File: config.mk
export PLATFORM = sky130hd
export DESIGN_NAME = camera_pattern_gen
export DESIGN_NICKNAME = d
export VERILOG_FILES = /design/src/rtl/camera_pattern_gen.sv
export SDC_FILE = /design/constraint.sdc
export NUM_CORES = 1
export LEC_CHECK = 0
export ABC_AREA = 0
export BUFFER_PORTS_ARGS = -buffer_cell sky130_fd_sc_hd__buf_4
export CAP_MARGIN = 10
export CORE_ASPECT_RATIO = 1.2
export CORE_MARGIN = 2
export CORE_UTILIZATION = 35
export CTS_CLUSTER_DIAMETER = 150
export CTS_CLUSTER_SIZE = 30
export DETAILED_ROUTE_END_ITERATION = 8
export GPL_TIMING_DRIVEN = 0
export PLACE_DENSITY_LB_ADDON = 0.2
export SYNTH_ARGS = -nofsm -noshare
export SYNTH_HDL_FRONTEND = slang
export SYNTH_SLANG_ARGS = --single-unit
File: constraint.sdc
create_clock -name CLOCK -period 2.3 [get_ports CLOCK]
set_clock_uncertainty 0.05 [all_clocks]
set_input_delay 0.345 -clock CLOCK [delete_from_list [all_inputs] [get_ports CLOCK]]
set_output_delay 0.345 -clock CLOCK [all_outputs]
set_load 0.02 [all_outputs]
File: src/rtl/camera_pattern_gen.sv
// Synthetic OV7670-style camera source: VSYNC/HREF/PCLK plus RGB565 test patterns,
// two bytes per pixel (low byte first), all timing counted in PCLK periods.
module camera_pattern_gen #(
    parameter int WIDTH  = 176,
    parameter int HEIGHT = 144,
    parameter int VS_LEN = 8,
    parameter int VBP    = 16,
    parameter int HBP    = 8,
    parameter int VFP    = 16
) (
    input  logic        CLOCK,
    input  logic        RESET_N,
    input  logic        ENABLE,
    input  logic [1:0]  MODE,
    input  logic [15:0] COLOR,
    output logic        PCLK,
    output logic        VSYNC,
    output logic        HREF,
    output logic [7:0]  DATA,
    output logic [7:0]  FRAME_CNT,
    output logic        FRAME_DONE,
    output logic        BUSY
);

    localparam int XW = $clog2(WIDTH);
    localparam int YW = $clog2(HEIGHT);

    localparam logic [15:0]   VS_LAST   = 16'(VS_LEN - 1);
    localparam logic [15:0]   VBP_LAST  = 16'(VBP - 1);
    localparam logic [15:0]   LINE_LAST = 16'(2 * WIDTH - 1);
    localparam logic [15:0]   HBP_LAST  = 16'(HBP - 1);
    localparam logic [15:0]   VFP_LAST  = 16'(VFP - 1);
    localparam logic [15:0]   HALF_X    = 16'(WIDTH / 2);
    localparam logic [YW-1:0] Y_LAST    = YW'(HEIGHT - 1);

    typedef enum logic [2:0] {
        IDLE,
        SYNC,
        BACK,
        LINE,
        GAP,
        FRONT
    } state_t;

    state_t        state;
    logic [15:0]   cnt;
    logic [XW-1:0] x;
    logic [YW-1:0] y;
    logic          hi_byte;
    logic [1:0]    mode_q;
    logic [15:0]   color_q;

    logic [15:0]   cur_pix;
    logic [15:0]   next_y;
    logic [15:0]   line_start_pix;

    function automatic logic [15:0] pixel(input logic [15:0] xv, input logic [15:0] yv,
                                          input logic [1:0] m, input logic [15:0] c);
        logic [15:0] p;
        case (m)
            2'd0:    p = c;
            2'd1:    p = (xv < HALF_X) ? 16'hF800 : 16'h001F;
            2'd2:    p = yv[3] ? 16'h07E0 : 16'h0000;
            default: p = (xv == yv) ? 16'hFFFF : 16'h0000;
        endcase
        return p;
    endfunction

    // First byte of a line is needed one tick early, so its pixel uses the upcoming y.
    always_comb begin
        cur_pix        = pixel(16'(x), 16'(y), mode_q, color_q);
        next_y         = (state == BACK) ? 16'd0 : 16'(y) + 16'd1;
        line_start_pix = pixel(16'd0, next_y, mode_q, color_q);
    end

    // Everything except PCLK advances only on the edge where PCLK falls (PCLK==1 now).
    always_ff @(posedge CLOCK) begin
        if (!RESET_N) begin
            state      <= IDLE;
            cnt        <= 16'd0;
            x          <= '0;
            y          <= '0;
            hi_byte    <= 1'b0;
            mode_q     <= 2'd0;
            color_q    <= 16'd0;
            PCLK       <= 1'b0;
            VSYNC      <= 1'b0;
            HREF       <= 1'b0;
            DATA       <= 8'd0;
            FRAME_CNT  <= 8'd0;
            FRAME_DONE <= 1'b0;
            BUSY       <= 1'b0;
        end else begin
            PCLK       <= ~PCLK;
            FRAME_DONE <= 1'b0;
            if (PCLK) begin
                case (state)
                    IDLE: begin
                        if (ENABLE) begin
                            state   <= SYNC;
                            cnt     <= 16'd0;
                            mode_q  <= MODE;
                            color_q <= COLOR;
                            VSYNC   <= 1'b1;
                            BUSY    <= 1'b1;
                        end
                    end
                    SYNC: begin
                        if (cnt == VS_LAST) begin
                            state <= BACK;
                            cnt   <= 16'd0;
                            VSYNC <= 1'b0;
                        end else begin
                            cnt <= cnt + 16'd1;
                        end
                    end
                    BACK: begin
                        if (cnt == VBP_LAST) begin
                            state   <= LINE;
                            cnt     <= 16'd0;
                            x       <= '0;
                            y       <= '0;
                            hi_byte <= 1'b1;
                            HREF    <= 1'b1;
                            DATA    <= line_start_pix[7:0];
                        end else begin
                            cnt <= cnt + 16'd1;
                        end
                    end
                    LINE: begin
                        if (cnt == LINE_LAST) begin
                            state <= GAP;
                            cnt   <= 16'd0;
                            x     <= '0;
                            HREF  <= 1'b0;
                            DATA  <= 8'd0;
                        end else begin
                            cnt <= cnt + 16'd1;
                            if (hi_byte) begin
                                DATA    <= cur_pix[15:8];
                                x       <= x + 1'b1;
                                hi_byte <= 1'b0;
                            end else begin
                                DATA    <= cur_pix[7:0];
                                hi_byte <= 1'b1;
                            end
                        end
                    end
                    GAP: begin
                        if (cnt == HBP_LAST) begin
                            cnt <= 16'd0;
                            if (y < Y_LAST) begin
                                state   <= LINE;
                                y       <= y + 1'b1;
                                hi_byte <= 1'b1;
                                HREF    <= 1'b1;
                                DATA    <= line_start_pix[7:0];
                            end else begin
                                state <= FRONT;
                            end
                        end else begin
                            cnt <= cnt + 16'd1;
                        end
                    end
                    FRONT: begin
                        if (cnt == VFP_LAST) begin
                            cnt        <= 16'd0;
                            FRAME_DONE <= 1'b1;
                            FRAME_CNT  <= FRAME_CNT + 8'd1;
                            if (ENABLE) begin
                                state   <= SYNC;
                                mode_q  <= MODE;
                                color_q <= COLOR;
                                VSYNC   <= 1'b1;
                            end else begin
                                state <= IDLE;
                                BUSY  <= 1'b0;
                            end
                        end else begin
                            cnt <= cnt + 16'd1;
                        end
                    end
                    default: state <= IDLE;
                endcase
            end
        end
    end

endmodule

# Word-level counts from Yosys, hierarchy flattened

Index checks and enable logic that the tools add are counted.
Widths: inputs -> output; s select.

$lt $le $gt $ge: 2
Add/subtract/negate cells: 5
Reduce and logical (&&, ||, !) cells: 23
Equal/unequal tests: 21
Mux-type cells: 58
Bitwise gates (word level): 1

Operators by type and width:

| cell                  | number |
|---|---|
| $mux 16               | 8 |
| $mux 8                | 12 |
| $pmux 16 s4           | 1 |
| $pmux 16 s3           | 1 |
| $pmux 8 s3            | 2 |
| $pmux 16 s2           | 1 |
| $pmux 8 s2            | 2 |
| $add 8x1->8 const B   | 3 |
| $mux 3                | 7 |
| $pmux 3 s6            | 1 |
| $add 16x1->16 const B | 1 |
| $eq 16x3->1 const B   | 1 |
| $eq 16x4->1 const B   | 1 |
| $eq 16x9->1 const B   | 1 |
| $logic_not 16->1      | 1 |
| $ne 2x2->1 const B    | 8 |
| $reduce_and 5->1      | 3 |
| $mux 1                | 14 |
| $reduce_and 3->1      | 4 |
| $reduce_and 6->1      | 2 |
| $mux 11               | 1 |
| $add 8x1->9 const B   | 1 |
| $mux 9                | 1 |
| $pmux 1 s3            | 3 |
| other kinds (22)      | 30 |

Register bits: 75

# Logic depth before layout (Yosys ltp)

Gate-level depths: netlist of the first run.

Depth in word-level cells: 8
Depth in mapped cells: 9

# Worst setup path after synthesis of the first run

OpenSTA, ideal clock, no wires.

Path type: reg-to-reg
Start point: register cnt[0]
End point: register x[0]
Path slack: 229 ps
Period minus slack after synthesis: 2,071 ps
Data arrival time: 1,893 ps
Cell stages (with the launch flop): 8
Library setup time: 128 ps
Required time: 2,122 ps
Buffers on the path: 0
Cells stage by stage: dfxtp_1 ha_1 and4bb_2 nand4_1 nor3b_1 or2_2 xor2_1 nor2_1

Cells in the longest elaborated chain, start to end: 3
Elaborated cells on any way between the ends: 7
Those cells by class: eq/ne: 4; mux: 2; reduce/logical: 1

Ends and longest elaborated chain:

| element                                                         | line     | text |
|---|---|---|
| start: declaration                                              | 46       | `logic [15:0] cnt;` |
| start signal: assignment                                        | 114      | `cnt <= cnt + 16'd1;` |
| start signal: assignment                                        | 127      | `cnt <= cnt + 16'd1;` |
| start signal: assignment                                        | 138      | `cnt <= cnt + 16'd1;` |
| $eq 16x9->1 / $eq 16x4->1 (equally long branches)               | 131, 118 |  |
| $ne 3x3->1 (no line) (tied with other cells)                    | --       |  |
| $reduce_and 4->1 (no line) / $pmux 8 s2 (equally long branches) | --       |  |
| end signal: assignment                                          | 141      | `x <= x + 1'b1;` |
| end: declaration                                                | 47       | `logic [XW-1:0] x;` |

Several ways; a longest one is shown, not always the timed one.
A chain may end at the register's enable or synchronous reset.

# Final worst setup path of the first run

Start point: register cnt[10]
End point: register x[3]

Same word-level chain as after synthesis.

==> impl_metrics.ini, run 1 <==
[global_route]
grt_pass1_vias = 3998
grt_max_degree = 14
grt_use_met1 = 0.240
grt_use_met2 = 0.323
grt_pass1_wl_um = 19900
grt_usage = 0.189
busiest_layer = met2
gr-usage-met3 = 0.0330
overflow = 0
antenna_found_initial = 0

[power]
power-per-cell-area_nw_per_um2 = 545
p_int_mw = 2.14
power.net_switching_mw = 0.733
pwr-share-comb = 0.080
sw_frac_of_total = 0.255
clkPwrFrac = 0.453
p_seq_frac = 0.466
peakVddDrop_mv = 0.331
p_leak_nw = 1.94

[setup_path]
worst-setup-path-type = register to register
cpLargestDelayFamily = simple AND/OR/NAND/NOR gates
slowest_stage = dfxtp_4
critPathMaxFanout = 10
crit_arrival_ps = 2420
path_cells = nor4_4, buf_4, buf_4, nand4_4, o2bb2a_4, buf_6, nor4b_2, xnor2_1, nor2_1
cpMostUsedCell = buf_4
critical_path.startpoint_type = register
crit_required_ps = 2460
crit_buf_inv = 3
critPathCaptureType = register
slowest_delay_ps = 370

[floorplanning]
start_util = 0.361
rows = 43
die_y_um = 124
coreArea_sq_um = 11700
die_w_um = 104
dieArea_sq_um = 12900
io_pins = 42

[drt]
vias_per_cell = 5.45
first_pass_iters = 4
via_count = 4094
drtIter0Drc = 186
drc = 0
wl_per_cell_um = 16.4
wirelength_um = 12300
postRouteAntennaNets = 0

[placement]
gp_congestion = 0.837
dp_hpwl_um = 8780
place_inst = 726
dpl_cell_area_sq_um = 4720
portBuffers = 41

[clock_network]
cts_num_sinks = 75
cts_hold_buf = 0
cts_made_buffers = 9
cts_root_buf = clkbuf_16
cts_tree = yes
h-tree-depth = 3
path_clk_slew_ps = 60
clk_latency_ps = 340
clockBufferDepth = 2

[final_layout]
multi_input_area_sq_um = 2650
diodes = 0
drive_gt1_frac = 0.227
finalNonFillerCells = 751
fin_nets = 614
syn_to_final_growth_pct = 24.8
fill_cells = 1165
stdcell_area_sq_um = 5260
final-seq-area_sq_um = 1510

[yosys]
syn_area_per_cell_sq_um = 7.99
synth.yosys.seq_area_share = 0.356
synthFlopType = dfxtp_1
yosys-top-cells-area = dfxtp_1 (36%), nand2_1 (5.5%), o21ai_0 (5.1%), nand3_1 (4.6%), nor2_1 (4.6%)
synth_top_cell_area_share = 0.356
synth_top_area_cell = dfxtp_1
synth_enable_flop_cells = 0
synth.net_count = 553
synthTopCellsByCount = dfxtp_1 (75), nand2_1 (62), nor2_1 (52)
syn-cell-area_sq_um = 4220
yosysWarnings = 0
synth_cell_type_count = 70
async_flop_share = 0
synth_most_common_cell = dfxtp_1
synthCells = 528
synth-seq-cells = 75

[min_path]
hold_path_class = primary input to register

[sta]
maxSlewViolCount = 0
tightest_slew_ps = 737
hold_viol_final = 0
finalWorstPathRequiredPeriod_ps = 2260
finalSetupViolCount = 0
fmax_mhz = 443
grt_setup_unrepaired = yes
hold_ws_ps = 171
maxSlewHeadroom = 0.508
finalCritPeriodShare = 0.983

[outcome]
run_status = finished clean

[job]
drv_cap = 0
layout make-up:
cell class	instances	area share
well taps	157	0.0373
multi-input cells	410	0.504
clock inverters	6	0.00785
inverters	8	0.00571
clock buffers	10	0.0435
flip-flops and latches	75	0.287
repair buffers	52	0.0766
plain buffers	33	0.0388
logic make-up (layout without fill, tap and decap cells):
kind of cell,Yosys count,after routing,share of synthesized area
AOI/OAI and AO/OA,123,123,0.185
xor gates and xnor gates,29,29,0.0602
adders and majority gates,4,4,0.0119
buffers and inverters,43,109,0.0501
DFF,75,75,0.356
muxes,12,12,0.0294
and+or+nand+nor,242,242,0.308
timing repair:
action / CTS / global route
buffers inserted: 6 / 5
pin swaps: 4 / 7
setup endpoints to repair: 45 / 57
gates resized for setup: 10 / 42
state kept, by name, summed over array words and instances, names as in the netlist:
signal,flops
hi_byte,1
mode_q,2
state,3
x,8
BUSY,1
DATA,8
FRAME_DONE,1
color_q,16
VSYNC,1
PCLK,1
FRAME_CNT,8
HREF,1
cnt,16
y,8
worst reg2reg max path: stages, from the launching register on:
cell and delay (ps):
dfxtp_4 370, nor4_4 310, buf_4 190, buf_4 120
nand4_4 160, o2bb2a_4 290, buf_6 150, nor4b_2 300
xnor2_1 150, nor2_1 50
power by group through the flow:
stage | logic (mW) | registers (mW) | clock network [mW]
CTS | 0.217 | 1.34 | 1.32
detailed placement | 0.212 | 1.37 | 0
global placement | 0.211 | 1.37 | 0
finish | 0.231 | 1.34 | 1.30
global route | 0.254 | 1.34 | 1.37
floorplan | 0.124 | 1.37 | 0
worst paths after layout:
path	start	to	slack, ps	cells past startpoint
worst min-delay path	COLOR[7]	color_q[7]$_SDFFE_PN0P_	170	3
worst max register to register	cnt[10]$_SDFFE_PN0P_	x[3]$_SDFFE_PN0P_	40	9
worst min register to register	cnt[1]$_SDFFE_PN0P_	cnt[1]$_SDFFE_PN0P_	420	2
worst max-delay path	cnt[10]$_SDFFE_PN0P_	x[3]$_SDFFE_PN0P_	40	9
cell usage in the layout, fill, tap and decap left out, types with 4 or more instances in the layout:
master	synthesis	layout
nand4_1	13	13
buf_4	1	53
nor3_1	16	13
o21ai_1	4	5
nor2_1	52	52
a31oi_1	8	8
o21ai_0	43	40
a21oi_1	28	27
and3_1	7	7
mux2i_1	9	9
nor4_1	6	5
clkbuf_1	17	14
nor4_4	2	4
a211oi_1	5	5
xor2_1	18	18
clkbuf_16	0	9
or3_1	4	4
nand3_1	39	39
xnor2_1	11	11
nand2_1	62	62
buf_6	3	7
buf_2	12	7
nand2b_1	5	5
inv_1	8	8
dfxtp_1	75	71
routing by layer:
metal / vias up / part of all wire
li1: 2040 / -
met1: 1936 / 0.44
met2: 99 / 0.50
met3: 19 / 0.044
met4: 0 / 0.018
met5: - / 0
stage by stage:
stage	worst slack, ps	setup TNS, ps	power (mW)	utilization
after detailed placement	-164	-2110	1.58	0.404
final	40.2	0	2.87	0.451
after floorplan	229	0	1.49	-
after CTS	13.2	0	2.87	0.436
after global routing	-77.5	-586	2.96	0.451
after global placement	-192	-1230	1.58	0.404
No activity file was read; power rests on OpenSTA's default activity.
==> run 2, diff against run 1 <==
--- a/config.mk
+++ b/config.mk
@@ -15,7 +15,7 @@
 export CTS_CLUSTER_SIZE = 30
 export DETAILED_ROUTE_END_ITERATION = 8
 export GPL_TIMING_DRIVEN = 0
-export PLACE_DENSITY_LB_ADDON = 0.2
+export PLACE_DENSITY = 0.62
 export SYNTH_ARGS = -nofsm -noshare
 export SYNTH_HDL_FRONTEND = slang
 export SYNTH_SLANG_ARGS = --single-unit
==> impl_metrics.ini, run 2 (synthesis gave the netlist of run 1 again) <==
[clock_network]
clockBufferDepth = 2
cts_root_buf = clkbuf_16
clk_latency_ps = 330
cts_num_sinks = 75
path_clk_slew_ps = 60
cts_tree = yes
h-tree-depth = 3
cts_made_buffers = 9

[final_layout]
diodes = 0
layout_commonest_cell = dfxtp_1
layout_common_cells = dfxtp_1 (71), nand2_1 (62), buf_4 (53)
final-seq-area_sq_um = 1510
top_regs = cnt (16), color_q (16)
drive_gt1_frac = 0.213
fin_nets = 613
syn_to_final_growth_pct = 23.9
fill_cells = 1176
multi_input_area_sq_um = 2630

[power]
p_seq_frac = 0.443
p_leak_nw = 1.93
power_mw = 3.02
sw_frac_of_total = 0.225
pwr-share-comb = 0.072
clkPwrFrac = 0.485
peakVddDrop_mv = 0.397
power-per-cell-area_nw_per_um2 = 578
p_int_mw = 2.34
power.net_switching_mw = 0.681

[sta]
finalCritPeriodShare = 0.967
finalWorstPathRequiredPeriod_ps = 2220
tightest_slew_ps = 795
maxSlewViolCount = 0
fmax_mhz = 450
hold_ws_ps = 179
hold_viol_final = 0
maxSlewHeadroom = 0.466
finalSetupViolCount = 0

[drt]
postRouteAntennaNets = 0
first_pass_iters = 6
drc = 0
drtIter0Drc = 234
wirelength_um = 11600
vias_per_cell = 5.53
wl_per_cell_um = 15.6
via_count = 4133

[min_path]
hold_path_class = primary input to register
holdPathStages = 3

[placement]
portBuffers = 41
dp_hpwl_um = 8510
gp_congestion = 0.905

[global_route]
grt_max_degree = 12
overflow = 0
grt_pass1_vias = 3911
antenna_found_initial = 0
grt_usage = 0.181
grt_pass1_wl_um = 19200

[setup_path]
path_cells = nor4_4, buf_4, nand4_4, o2bb2a_4, buf_6, nor4_2, xnor2_1, nor2_1
critical_path.startpoint_type = register
slowest_stage = nor4_4
critPathMaxFanout = 10
crit_required_ps = 2460
slowest_delay_ps = 400
crit_arrival_ps = 2390
worst-setup-path-type = register to register
r2r_cells = 8
critPathCaptureType = register

[floorplanning]
dieArea_sq_um = 12900
die_y_um = 124
rows = 43
coreArea_sq_um = 11700
io_pins = 42
start_util = 0.361
die_w_um = 104

[job]
drv_cap = 0

[outcome]
run_status = finished clean
run 2: cell types whose count changed in the layout (fill, tap and decap cells not counted), sizes merged:
cell / previous run / this run
buf: 68 / 64
bufinv: 0 / 2
clkbuf: 26 / 30
clkinv: 5 / 1
inv: 9 / 8
run 2: power by group through the flow:
| stage | Combinational [mW] | Sequential [mW] | Clock, mW |
|---|---|---|---|
| after floorplan | 0.124 | 1.37 | 0 |
| after global placement | 0.203 | 1.37 | 0 |
| after detailed placement | 0.205 | 1.37 | 0 |
| after CTS | 0.209 | 1.34 | 1.49 |
| after global routing | 0.239 | 1.34 | 1.54 |
| final | 0.217 | 1.34 | 1.46 |
run 2: area by class of cell:
type | instances | area share
Inverter | 8 | 0.00574
Tap cell | 157 | 0.0376
Multi-Input combinational cell | 410 | 0.503
Clock inverter | 3 | 0.0124
Buffer | 35 | 0.0383
Sequential cell | 75 | 0.288
Timing Repair Buffer | 49 | 0.0704
Clock buffer | 11 | 0.0445
run 2: final timing paths:
kind / slack [ps] / from / endpoint
worst min register to register: 410 / color_q[15]$_SDFFE_PN0P_ / color_q[15]$_SDFFE_PN0P_
worst max-delay path: 80 / cnt[10]$_SDFFE_PN0P_ / x[5]$_SDFFE_PN0P_
worst min-delay path: 180 / COLOR[1] / color_q[1]$_SDFFE_PN0P_
worst max register to register: 80 / cnt[10]$_SDFFE_PN0P_ / x[5]$_SDFFE_PN0P_
run 2: worst max-delay path, delay by kind of cell (launching register included):
| kind | cells | cell delay, ps |
|---|---|---|
| buf+inv | 2 | 360 |
| xor+xnor | 1 | 160 |
| simple gates | 4 | 900 |
| compound gates | 1 | 270 |
| flops | 1 | 360 |
run 2: through the flow:
step                cell area, sq um  worst slack, ps  utilization  cells  TNS [ps]
finish                          5230             75.9        0.448    748         0
global placement                4720             -120        0.404    726     -1500
floorplan                       4220              229            -    528         0
global route                    5230            -2.74        0.448    748     -2.74
CTS                             5090            -22.7        0.436    744     -37.8
detailed placement              4720             -281        0.404    726     -3720
run 2: metal layers:
layer  up-vias  wire length [um]  track usage
li1       2049                 -            -
met3        17               495       0.0298
met2       106              5750        0.314
met1      1961              5140        0.222
met4         0               252       0.0707
met5         -                 0            0
run 2: timing repair:
action,CTS,global route
resized for setup,9,32
pin swaps,3,6
setup buffers,4,4
cloned,0,0
endpoints found under the setup margin,45,62
hold buffers,0,0
==> run 3, diff against run 2 <==
--- a/config.mk
+++ b/config.mk
@@ -10,12 +10,12 @@
 export CAP_MARGIN = 10
 export CORE_ASPECT_RATIO = 1.2
 export CORE_MARGIN = 2
-export CORE_UTILIZATION = 35
+export CORE_UTILIZATION = 30
 export CTS_CLUSTER_DIAMETER = 150
 export CTS_CLUSTER_SIZE = 30
 export DETAILED_ROUTE_END_ITERATION = 8
 export GPL_TIMING_DRIVEN = 0
-export PLACE_DENSITY = 0.62
+export PLACE_DENSITY = 0.56
 export SYNTH_ARGS = -nofsm -noshare
 export SYNTH_HDL_FRONTEND = slang
 export SYNTH_SLANG_ARGS = --single-unit
==> impl_metrics.ini, run 3 (synthesis gave the netlist of run 1 again) <==
[outcome]
run_status = finished clean

[power]
power-per-cell-area_nw_per_um2 = 565
power_mw = 2.99
p_leak_nw = 1.94
peakVddDrop_mv = 0.377

[floorplanning]
io_pins = 42
rows = 47
start_util = 0.307
dieArea_sq_um = 15000
die_y_um = 134
coreArea_sq_um = 13800
die_w_um = 112

[global_route]
grt_max_degree = 13
grt_pass1_wl_um = 20000
grt_pass1_vias = 3978
grt_usage = 0.163
antenna_found_initial = 0
overflow = 0

[sta]
tightest_slew_ps = 848
finalSetupViolCount = 0
tns_ps = 0
maxSlewHeadroom = 0.430
grt_setup_unrepaired = no
maxSlewViolCount = 0
hold_viol_final = 0
finalWorstPathRequiredPeriod_ps = 2190
finalCritPeriodShare = 0.953
fmax_mhz = 456

[job]
drv_cap = 0

[min_path]
hold_path_class = primary input to register

[clock_network]
cts_tree = yes
clockBufferDepth = 2
cts_root_buf = clkbuf_16
cts_hold_buf = 0
cts_num_sinks = 75
h-tree-depth = 3
path_clk_slew_ps = 60
clk_latency_ps = 340
cts_made_buffers = 9

[final_layout]
drive_gt1_frac = 0.227
layout_common_cells = dfxtp_1 (71), nand2_1 (62), buf_4 (59)
stdcell_area_sq_um = 5300
utilization = 0.385
fin_nets = 616
top_regs = cnt (16), color_q (16)
layout_commonest_cell = dfxtp_1
syn_to_final_growth_pct = 25.6
diodes = 0

[setup_path]
critPathCaptureType = register
critical_path.startpoint_type = register
crit_arrival_ps = 2350
worst-setup-path-type = register to register
crit_required_ps = 2460
cpMostUsedCell = buf_4
path_cells = nor4_4, buf_4, buf_4, nand4_1, buf_4, nor3b_4, or2_2, a32oi_1, nor2_1
slowest_stage = dfxtp_2
critPathMaxFanout = 6
slowest_delay_ps = 350

[drt]
postRouteAntennaNets = 0
first_pass_iters = 4
wirelength_um = 12300
vias_per_cell = 5.37
drc = 0
via_count = 4119
wl_per_cell_um = 16.0
drtIter0Drc = 224

[placement]
gp_congestion = 0.840
dp_hpwl_um = 8920
dpl_cell_area_sq_um = 4740
portBuffers = 41
## run 3: through the flow
step	std cells	setup slack [ps]	hold slack, ps
finish	767	108	167
detailed placement	740	-238	405
CTS	762	8.72	162
global route	767	0.101	182
floorplan	528	229	382
global placement	740	-150	403
## run 3: routing by layer
metal | vias up | wire (um) | GRT usage
li1 | 2042 | - | -
met1 | 1942 | 5370 | 0.199
met2 | 114 | 6050 | 0.282
met3 | 21 | 585 | 0.0321
met4 | 0 | 294 | 0.0630
met5 | - | 0 | 0
## run 3: critical path, delay by kind of cell (launching register included)
family | cells | cell delay [ps]
buf+inv | 3 | 490
compound gates | 1 | 170
flops | 1 | 350
simple gates | 5 | 1000
## run 3: final cells by class
| cell class | count | area, sq um |
|---|---|---|
| Clock buffer | 13 | 250 |
| Fill cell | 1444 | 8460 |
| Sequential cell | 75 | 1510 |
| Inverter | 8 | 30.0 |
| Timing Repair Buffer | 53 | 398 |
| Tap cell | 171 | 214 |
| Multi-Input combinational cell | 410 | 2660 |
| Clock inverter | 3 | 46.3 |
| Buffer | 34 | 193 |
## run 3: timing repair
action	CTS	global route
pin swaps	3	2
hold endpoints to repair	0	0
buffers inserted	6	6
resized for setup	9	36
endpoints found under the setup margin	47	58
## run 3: worst paths after layout
kind         cells past startpoint                startpoint                  endpoint  slack (ps)
min                              3                  COLOR[1]   color_q[1]$_SDFFE_PN0P_         170
min reg2reg                      2  color_q[14]$_SDFFE_PN0P_  color_q[14]$_SDFFE_PN0P_         410
max reg2reg                      9      cnt[13]$_SDFFE_PN0P_         x[1]$_SDFFE_PN0P_         110
max                              9      cnt[13]$_SDFFE_PN0P_         x[1]$_SDFFE_PN0P_         110
## run 3: power by group
| part | switching (mW) | total, mW | internal [mW] |
|---|---|---|---|
| Clock | 0.557 | 1.43 | 0.875 |
| Combinational | 0.139 | 0.220 | 0.0809 |
| Sequential | 0.0172 | 1.34 | 1.32 |
